===== src/rtl/riu_pkg.sv =====
// Shared definitions for the RIU access blocks: FSM state encodings,
// nibble-select codes and small decode helpers.
package riu_pkg;

    typedef enum logic [2:0] {
        ST_IDLE       = 3'd0,
        ST_WAIT_VALID = 3'd1,
        ST_SELECT     = 3'd2,
        ST_RD_WAIT    = 3'd3,
        ST_DONE       = 3'd4,
        ST_ERR        = 3'd5
    } riu_state_e;

    localparam logic [1:0] NIB_SEL_NONE = 2'b00;
    localparam logic [1:0] NIB_SEL_LO   = 2'b01;
    localparam logic [1:0] NIB_SEL_HI   = 2'b10;

    function automatic logic [1:0] nib_code(input logic nib);
        if (nib) begin
            return NIB_SEL_HI;
        end else begin
            return NIB_SEL_LO;
        end
    endfunction

    function automatic logic [3:0] bg_onehot(input logic [1:0] bg);
        case (bg)
            2'd0:    return 4'b0001;
            2'd1:    return 4'b0010;
            2'd2:    return 4'b0100;
            2'd3:    return 4'b1000;
            default: return 4'b0000;
        endcase
    endfunction

endpackage


===== src/rtl/riu_rr_arb.sv =====
// Two-way round-robin arbiter: combinational grant from the current
// favoured requester, pointer moves away from whoever was granted.
module riu_rr_arb (
    input  logic       clk,
    input  logic       rst_n,
    input  logic [1:0] req,
    input  logic       update,
    output logic [1:0] grant
);

    logic prio_r;

    // Grant selection: a lone request wins, a tie goes to the favoured side.
    always_comb begin
        grant = 2'b00;
        case (req)
            2'b01:   grant = 2'b01;
            2'b10:   grant = 2'b10;
            2'b11:   grant = prio_r ? 2'b10 : 2'b01;
            default: grant = 2'b00;
        endcase
    end

    // Priority pointer: after a grant, favour the other requester.
    always_ff @(posedge clk or negedge rst_n) begin
        if (!rst_n) begin
            prio_r <= 1'b0;
        end else if (update && (grant != 2'b00)) begin
            prio_r <= ~grant[1];
        end else begin
            prio_r <= prio_r;
        end
    end

endmodule


===== src/rtl/riu_arbiter.sv =====
// Arbitrates two requesters onto one RIU port: waits for byte-group valid,
// drives the nibble select / write strobe, and returns read data or a timeout.
module riu_arbiter
    import riu_pkg::*;
#(
    parameter int RD_LAT    = 2,
    parameter int VALID_TMO = 255
) (
    input  logic        clk,
    input  logic        rst_n,
    input  logic [1:0]  req_valid,
    input  logic [1:0]  req_we,
    input  logic [3:0]  req_bg,
    input  logic [1:0]  req_nib,
    input  logic [11:0] req_addr,
    input  logic [31:0] req_wdata,
    output logic [1:0]  req_ack,
    output logic [1:0]  rsp_valid,
    output logic [15:0] rsp_rdata,
    output logic        rsp_err,
    input  logic [3:0]  riu_valid_i,
    input  logic [15:0] riu_rd_data_bg0,
    input  logic [15:0] riu_rd_data_bg1,
    input  logic [15:0] riu_rd_data_bg2,
    input  logic [15:0] riu_rd_data_bg3,
    output logic [5:0]  riu_addr,
    output logic [1:0]  riu_nib_sel,
    output logic [15:0] riu_wr_data,
    output logic [3:0]  riu_wr_en,
    output logic        busy
);

    localparam logic [7:0] TMO_LAST = 8'(VALID_TMO - 1);
    localparam logic [2:0] LAT_LAST = 3'(RD_LAT - 1);

    riu_state_e  state_r;
    logic        gnt_id_r;
    logic        we_r;
    logic [1:0]  bg_r;
    logic        nib_r;
    logic [15:0] wdata_r;
    logic [7:0]  tmo_cnt_r;
    logic [2:0]  lat_cnt_r;

    logic [1:0]  gnt_s;
    logic        gnt_idx_s;
    logic        arb_update_s;
    logic        we_s;
    logic [1:0]  bg_s;
    logic        nib_s;
    logic [5:0]  addr_s;
    logic [15:0] wdata_s;
    logic [15:0] rd_data_s;
    logic [1:0]  gnt_oh_s;

    assign arb_update_s = (state_r == ST_IDLE) && (req_valid != 2'b00);
    assign gnt_idx_s    = gnt_s[1];
    assign gnt_oh_s     = gnt_id_r ? 2'b10 : 2'b01;

    riu_rr_arb u_rr_arb (
        .clk    (clk),
        .rst_n  (rst_n),
        .req    (req_valid),
        .update (arb_update_s),
        .grant  (gnt_s)
    );

    // Pick out the winning requester's fields for latching.
    always_comb begin
        if (gnt_idx_s) begin
            we_s    = req_we[1];
            bg_s    = req_bg[3:2];
            nib_s   = req_nib[1];
            addr_s  = req_addr[11:6];
            wdata_s = req_wdata[31:16];
        end else begin
            we_s    = req_we[0];
            bg_s    = req_bg[1:0];
            nib_s   = req_nib[0];
            addr_s  = req_addr[5:0];
            wdata_s = req_wdata[15:0];
        end
    end

    // Read-data source for the latched byte group.
    always_comb begin
        case (bg_r)
            2'd0:    rd_data_s = riu_rd_data_bg0;
            2'd1:    rd_data_s = riu_rd_data_bg1;
            2'd2:    rd_data_s = riu_rd_data_bg2;
            2'd3:    rd_data_s = riu_rd_data_bg3;
            default: rd_data_s = 16'h0000;
        endcase
    end

    // Transaction FSM; every output is set on entry to the state that shows it.
    always_ff @(posedge clk or negedge rst_n) begin
        if (!rst_n) begin
            state_r     <= ST_IDLE;
            gnt_id_r    <= 1'b0;
            we_r        <= 1'b0;
            bg_r        <= 2'd0;
            nib_r       <= 1'b0;
            wdata_r     <= 16'h0000;
            tmo_cnt_r   <= 8'd0;
            lat_cnt_r   <= 3'd0;
            req_ack     <= 2'b00;
            rsp_valid   <= 2'b00;
            rsp_rdata   <= 16'h0000;
            rsp_err     <= 1'b0;
            riu_addr    <= 6'd0;
            riu_nib_sel <= NIB_SEL_NONE;
            riu_wr_data <= 16'h0000;
            riu_wr_en   <= 4'b0000;
            busy        <= 1'b0;
        end else begin
            req_ack <= 2'b00;
            case (state_r)
                ST_IDLE: begin
                    if (req_valid != 2'b00) begin
                        req_ack   <= gnt_s;
                        gnt_id_r  <= gnt_idx_s;
                        we_r      <= we_s;
                        bg_r      <= bg_s;
                        nib_r     <= nib_s;
                        wdata_r   <= wdata_s;
                        riu_addr  <= addr_s;
                        tmo_cnt_r <= 8'd0;
                        busy      <= 1'b1;
                        state_r   <= ST_WAIT_VALID;
                    end else begin
                        busy <= 1'b0;
                    end
                end
                ST_WAIT_VALID: begin
                    if (riu_valid_i[bg_r]) begin
                        riu_nib_sel <= nib_code(nib_r);
                        if (we_r) begin
                            riu_wr_en   <= bg_onehot(bg_r);
                            riu_wr_data <= wdata_r;
                        end else begin
                            riu_wr_en <= 4'b0000;
                        end
                        tmo_cnt_r <= 8'd0;
                        state_r   <= ST_SELECT;
                    end else if (tmo_cnt_r == TMO_LAST) begin
                        rsp_valid <= gnt_oh_s;
                        rsp_err   <= 1'b1;
                        rsp_rdata <= 16'h0000;
                        tmo_cnt_r <= 8'd0;
                        state_r   <= ST_ERR;
                    end else begin
                        tmo_cnt_r <= tmo_cnt_r + 8'd1;
                    end
                end
                ST_SELECT: begin
                    riu_wr_en   <= 4'b0000;
                    riu_wr_data <= 16'h0000;
                    if (we_r) begin
                        riu_nib_sel <= NIB_SEL_NONE;
                        rsp_valid   <= gnt_oh_s;
                        rsp_err     <= 1'b0;
                        rsp_rdata   <= 16'h0000;
                        state_r     <= ST_DONE;
                    end else begin
                        lat_cnt_r <= 3'd0;
                        state_r   <= ST_RD_WAIT;
                    end
                end
                ST_RD_WAIT: begin
                    if (lat_cnt_r == LAT_LAST) begin
                        riu_nib_sel <= NIB_SEL_NONE;
                        rsp_valid   <= gnt_oh_s;
                        rsp_err     <= 1'b0;
                        rsp_rdata   <= rd_data_s;
                        lat_cnt_r   <= 3'd0;
                        state_r     <= ST_DONE;
                    end else begin
                        lat_cnt_r <= lat_cnt_r + 3'd1;
                    end
                end
                ST_DONE, ST_ERR: begin
                    rsp_valid <= 2'b00;
                    rsp_err   <= 1'b0;
                    rsp_rdata <= 16'h0000;
                    busy      <= 1'b0;
                    state_r   <= ST_IDLE;
                end
                default: begin
                    rsp_valid   <= 2'b00;
                    rsp_err     <= 1'b0;
                    rsp_rdata   <= 16'h0000;
                    riu_nib_sel <= NIB_SEL_NONE;
                    riu_wr_en   <= 4'b0000;
                    busy        <= 1'b0;
                    state_r     <= ST_IDLE;
                end
            endcase
        end
    end

endmodule


===== config.mk =====
export PLATFORM = sky130hd
export DESIGN_NAME = riu_arbiter
export DESIGN_NICKNAME = d
export VERILOG_FILES = /design/src/rtl/riu_pkg.sv /design/src/rtl/riu_rr_arb.sv /design/src/rtl/riu_arbiter.sv
export SDC_FILE = /design/constraint.sdc
export NUM_CORES = 1
export LEC_CHECK = 0
export CAP_MARGIN = 15
export CORE_MARGIN = 2
export CORE_UTILIZATION = 43
export DETAILED_ROUTE_END_ITERATION = 7
export HOLD_SLACK_MARGIN = 0.08
export PLACE_DENSITY = 0.77
export SLEW_MARGIN = 10
export SYNTH_ARGS = -nofsm -noshare
export SYNTH_HDL_FRONTEND = slang
export SYNTH_SLANG_ARGS = --single-unit

===== constraint.sdc =====
create_clock -name clk -period 2.4 [get_ports clk]
set_clock_uncertainty 0.2 [all_clocks]
set_input_delay 0.6 -clock clk [delete_from_list [all_inputs] [get_ports clk]]
set_output_delay 0.6 -clock clk [all_outputs]
set_load 0.03 [all_outputs]

# Yosys cells after proc, flatten, opt, wreduce, memory -nomap -nowiden
# Cells that the tools add are included.
[word_totals]
ff_bits = 86
latchBits = 0
ramBits = 0
romBits = 0
in_bits = 124
out_inout_bits = 50
wordCells = 122
n_memories = 0
[op_classes]
n_addsub = 2
n_mul = 0
div = 0
n_lt_le_gt_ge = 1
eq_ne = 22
n_shift = 0
muxes = 55
bitwise = 4
n_reduce_logical = 20
[ops]
columns = ["op", "n"]
rows = [
  ["one-hot mux 16 bit (4 select lines)", 2],
  ["two-way mux 16 bit", 7],
  ["one-hot mux 16 bit (2 select lines)", 1],
  ["two-way mux 2 bit", 13],
  ["two-way mux 8 bit", 3],
  ["two-way mux 3 bit", 7],
  ["one-hot mux 2 bit (4 select lines)", 2],
  ["one-hot mux 4 bit (4 select lines)", 1],
  ["one-hot mux 8 bit (2 select lines)", 1],
  ["inequality test 2 bit (second input constant)", 7],
  ["one-hot mux 3 bit (4 select lines)", 1],
  ["nonzero test 2 bit", 5],
  ["adder 8 x 1 -> 8 bit (second input constant)", 1],
  ["== test 2 bit (second input constant)", 4],
  ["== test 8 bit (second input constant)", 1],
  ["two-way mux 1 bit", 8],
  ["two-way mux 4 bit", 2],
  ["one-hot mux 4 bit (2 select lines)", 1],
  ["AND reduction 2 bit", 4],
  ["== test 3 x 1 -> 1 bit (second input constant)", 2],
  ["== test 3 x 2 -> 1 bit (second input constant)", 2],
  ["== test 3 bit (second input constant)", 2],
  ["two-way mux 6 bit", 1],
  ["one-hot mux 2 bit (3 select lines)", 1],
  ["18 further kinds", 25],
]

# Depth between registers and ports, before layout
# Gate-level depths: netlist of the first run.
[logic_depth]
depth_word = 5
mapped_depth = 7
ltp_nobuf = 6

# By module
# From an unflattened synthesis of the first run, not the netlist that was laid out.
[unflattened]
hier_cells = 410
area_unflattened_um2 = 4411.7
[modules_own_cells]
columns = ["mod", "instances", "cells_each", "area_each_um2", "seq_area_each_um2"]
rows = [
  ["riu_arbiter", 1, 404, 4356.7, 2127.0],
  ["riu_rr_arb", 1, 6, 55.1, 25.0],
]

# Worst setup path before layout of the first run
# No wires, ideal clock.
[synth_path]
kind = "input -> register"
startpoint = "input port riu_valid_i[3]"
endpoint = "register rsp_rdata[0]"
setup_time_ps = 125
t_arrival_ps = 1858
required_time_ps = 2075
setup_slack_ps = 217
cell_stages = 5
cell_sequence = "mux4_2 > nand2_4 > nand3_4 > buf_6 > mux2_4"
[synth_between]
elab_chain_len = 4
[synth_rtl]
columns = ["item", "line_no", "rtl"]
rows = [
  ["start, declared", "riu_arbiter.sv:21", "input logic [3:0] riu_valid_i,"],
  ["binary-select mux 1 bit (select 2 bit)", "riu_arbiter.sv:136", "if (riu_valid_i[bg_r]) begin"],
  ["two-way mux 1 bit (implied by the code)", "riu_arbiter.sv:136", ""],
  ["inequality test 2 bit (no line)", "n/a", ""],
  ["AND reduction 5 bit (no line)", "n/a", ""],
  ["end signal, assigned", "riu_arbiter.sv:175", "rsp_rdata <= rd_data_s;"],
  ["end, declared", "riu_arbiter.sv:19", "output logic [15:0] rsp_rdata,"],
]
# Every way passes these cells. The select of a mux whose other input is x is not followed.
# A chain may end at the register's enable or synchronous reset.

# Worst setup path in the final report of the first run
[layout_path]
startpoint = "register riu_wr_data[12]"
endpoint = "output port riu_wr_data[12]"
[layout_lines]
columns = ["item", "line_no", "rtl"]
rows = [
  ["start, declared", "riu_arbiter.sv:28", "output logic [15:0] riu_wr_data,"],
  ["start signal, assigned", "riu_arbiter.sv:140", "riu_wr_data <= wdata_r;"],
]
# No word-level cell between the ends.

==> results of run 1 <==
==> kinds of logic (layout without fill, tap and decap cells) <==
| logic type | after synthesis | count (layout) |
|---|---|---|
| AND/OR/NAND/NOR | 161 | 161 |
| flip-flops | 86 | 86 |
| AO/OA/AOI/OAI | 72 | 72 |
| multiplexers | 41 | 41 |
| buffers and inverters | 31 | 220 |
| adder cells (fa/ha/maj) | 2 | 2 |
==> worst min path at each step <==
| stage | startpoint | end | cells past startpoint |
|---|---|---|---|
| 5_1_grt | riu_wr_data[1] | riu_wr_data[1] | 2 |
| 2_1_floorplan | rst_n | bg_r[0] | 0 |
| 3_3_place_gp | riu_wr_data[14] | riu_wr_data[14] | 2 |
| 3_5_place_dp | busy | busy | 1 |
| 4_1_cts | busy | busy | 1 |
| 6_report | riu_wr_data[1] | riu_wr_data[1] | 2 |
==> worst register-to-register path: cells and delay by family (launching register included) <==
kind,cells,cell delay (ns)
AO/OA/AOI/OAI,1,0.40
flip-flops,1,0.37
multiplexers,1,0.35
AND/OR/NAND/NOR,2,0.30
buffers and inverters,2,0.25
adder cells (fa/ha/maj),1,0.19
==> metal layers <==
metal / global-route usage / share of wire / vias up
met3: 0.0571 / 0.061 / 17
met4: 0.0678 / 0.016 / 0
li1: - / - / 1761
met1: 0.287 / 0.42 / 1806
met5: 0 / 0 / -
met2: 0.377 / 0.50 / 116
==> state kept, by name (all words and copies together) (netlist names), 2 cells and up <==
name,count
tmo_cnt_r,8
rsp_valid,2
req_ack,2
riu_wr_en,4
rsp_rdata,16
riu_wr_data,16
state_r,3
riu_addr,6
bg_r,2
lat_cnt_r,3
riu_nib_sel,2
wdata_r,16
==> per-stage QoR <==
step	util	setup WS (ns)	hold WS (ns)	setup TNS, ns
floorplan	-	0.217	0.104	0
global placement	0.646	-0.139	0.262	-5.18
detailed placement	0.646	-0.218	0.273	-7.01
CTS	0.671	0.146	0.296	0
global route	0.671	0.0935	0.317	0
finish	0.671	0.155	0.290	0
==> area by class of cell <==
type                    instances  share of cell area
flip-flops and latches         86               0.331
clock inverters                 7              0.0160
inverters                       8             0.00462
repair buffers                196               0.303
clock buffers                   9              0.0191
well taps                     133              0.0256
multi-input cells             276               0.301
==> layout by cell type (no fill, tap or decap), types with 12 or more instances in the layout <==
| cell type | Yosys | routed |
|---|---|---|
| buf_4 | 1 | 18 |
| clkdlybuf4s50_1 | 0 | 172 |
| dfrtp_1 | 86 | 86 |
| mux2_2 | 12 | 12 |
| mux4_2 | 17 | 17 |
| nand2_1 | 43 | 43 |
| nor2_1 | 65 | 65 |
| nor2b_1 | 19 | 18 |
| o21ai_0 | 22 | 22 |
| o22ai_1 | 27 | 27 |
==> power by group through the flow <==
stage / Sequential (mW) / Combinational [mW] / Clock [mW]
floorplan: 3.08 / 2.06 / 0
global placement: 2.42 / 4.32 / 0
detailed placement: 2.43 / 4.44 / 0
CTS: 2.41 / 4.45 / 1.18
global route: 2.49 / 4.77 / 1.25
finish: 2.42 / 4.42 / 1.16
==> timing repair <==
action | CTS | global route
endpoints found under the hold margin | 25 | 0
buffers inserted | 0 | 0
hold buffers | 1 | 0
==> impl_metrics.ini, run 1 <==
[run_status]
status = finished clean

[finish]
layout-drive-gt1-share = 0.146
final_cell_area_um2 = 6500
final_cells = 715
multi_input_area_um2 = 1950
fin_nets = 703
syn_to_final_growth_pct = 53.3
nFillCells = 744
diodes = 0
seqCellArea_um2 = 2150

[synth]
async_flop_share = 1.00
syn-instance-count = 393
synthMostInstantiatedCell = dfrtp_1
netlist_top_cells_count = dfrtp_1, nor2_1, nand2_1, o22ai_1, o21ai_0
synth-compound-area-share = 0.111
synthXorXnorAreaFrac = 0
yosysUniqueCellTypes = 42
synth_area_leader_cell = dfrtp_1
synth_edf_count = 0
synthFlopType = dfrtp_1
syn_avg_cell_area_um2 = 10.8
yosys.area_share.simple = 0.182
synth_nets = 519
synthesis.area_um2 = 4240
synth_top_family_by_area = simple AND/OR/NAND/NOR gates
ys_ff_latch = 86
synth_top_cell_area_share = 0.508
synth.area.mux_share = 0.160
yosys-top-cells-area = dfrtp_1, mux4_2, nor2_1
synth_fa_ha_area_frac = 0.00590
ys_warn_count = 0
yosysSeqAreaShare = 0.508

[cts]
clock_latency_ns = 0.36
clk_pin_slew_worst_paths_ns = 0.10
cts_sinks = 86
cts-root-buf = clkbuf_8
tritoncts = built
cts_resized = 0
cts-buffers-inserted = 9
htreeDepth = 3
clk_path_buf_depth = 2

[global_route]
grt_antenna_before_repair = 0
grt_pass1_wl_um = 18300
grt_overflow_total = 0
grt_pass1_vias = 3688
grt_max_degree = 33
grt_usage = 0.224

[setup_path]
worstSetupPathDepth = 1
r2r_slack_ns = 0.24
rr_worst_depth = 7
rr_startpoint = tmo_cnt_r[0]
slowest_delay_ns = 0.69
startpoint_type = register
setup.worst_path.start = riu_wr_data[12]
required_ns = 1.60
worstPathCellList = clkdlybuf4s50_1
crit_path_end_kind = primary output
r2r_end = rsp_rdata[4]
endpoint = riu_wr_data[12]
cp.arrival_ns = 1.45
crit_slowest_cell = clkdlybuf4s50_1
worst-setup-path-type = reg2out
crit_fanout = 2
path_delay_family = buffers and inverters
critPathBufInv = 1

[power]
ir_worst_vdd_mv = 0.752
power_mw = 8.00
p_int_mw = 4.71
pwr-share-clk = 0.145
power_density_nw_per_um2 = 1230
p_leak_nw = 2.84
p_switching_mw = 3.29
power_frac_seq = 0.302
p_sw_frac = 0.411
comb_power_share = 0.553

[route]
viasPerCell = 5.17
antenna_left = 0
drc = 0
drtIter0Drc = 97
via_count = 3700
wl_per_cell_um = 16.7
wl_um = 11900
firstDrtPassIters = 4

[sta]
relSlewSlack = 0.736
rsz0062_at_grt = false
max_freq_mhz = 445
min_period_ns = 2.25
worst_slew_pin_slew_ns = 0.396
hold_viol_final = 0
setup_viol = 0
finalCritPeriodShare = 0.936
slew_violations = 0

[floorplan]
num_rows = 36
die_area_um2 = 10700
io_pins = 174
die-height_um = 103
die_width_um = 103
core_um2 = 9680
start_util = 0.438

[placement]
gp_congestion = 0.828
postPlaceCellArea_um2 = 6260
detailed_place_hpwl_um = 8920
io_buffers = 173
placedCellCount = 698

[flow_run]
maxCapViolCount = 0

[min_path]
hp-class = reg2reg
Note: power is estimated with default switching activity, not from simulation.
==> run 2: changes to the inputs <==
--- a/config.mk
+++ b/config.mk
@@ -15,3 +15,4 @@
 export SYNTH_ARGS = -nofsm -noshare
 export SYNTH_HDL_FRONTEND = slang
 export SYNTH_SLANG_ARGS = --single-unit
+export TNS_END_PERCENT = 100
==> results of run 2 <==
Same layout as run 1: the final DEF is identical, and so are final timing and power.
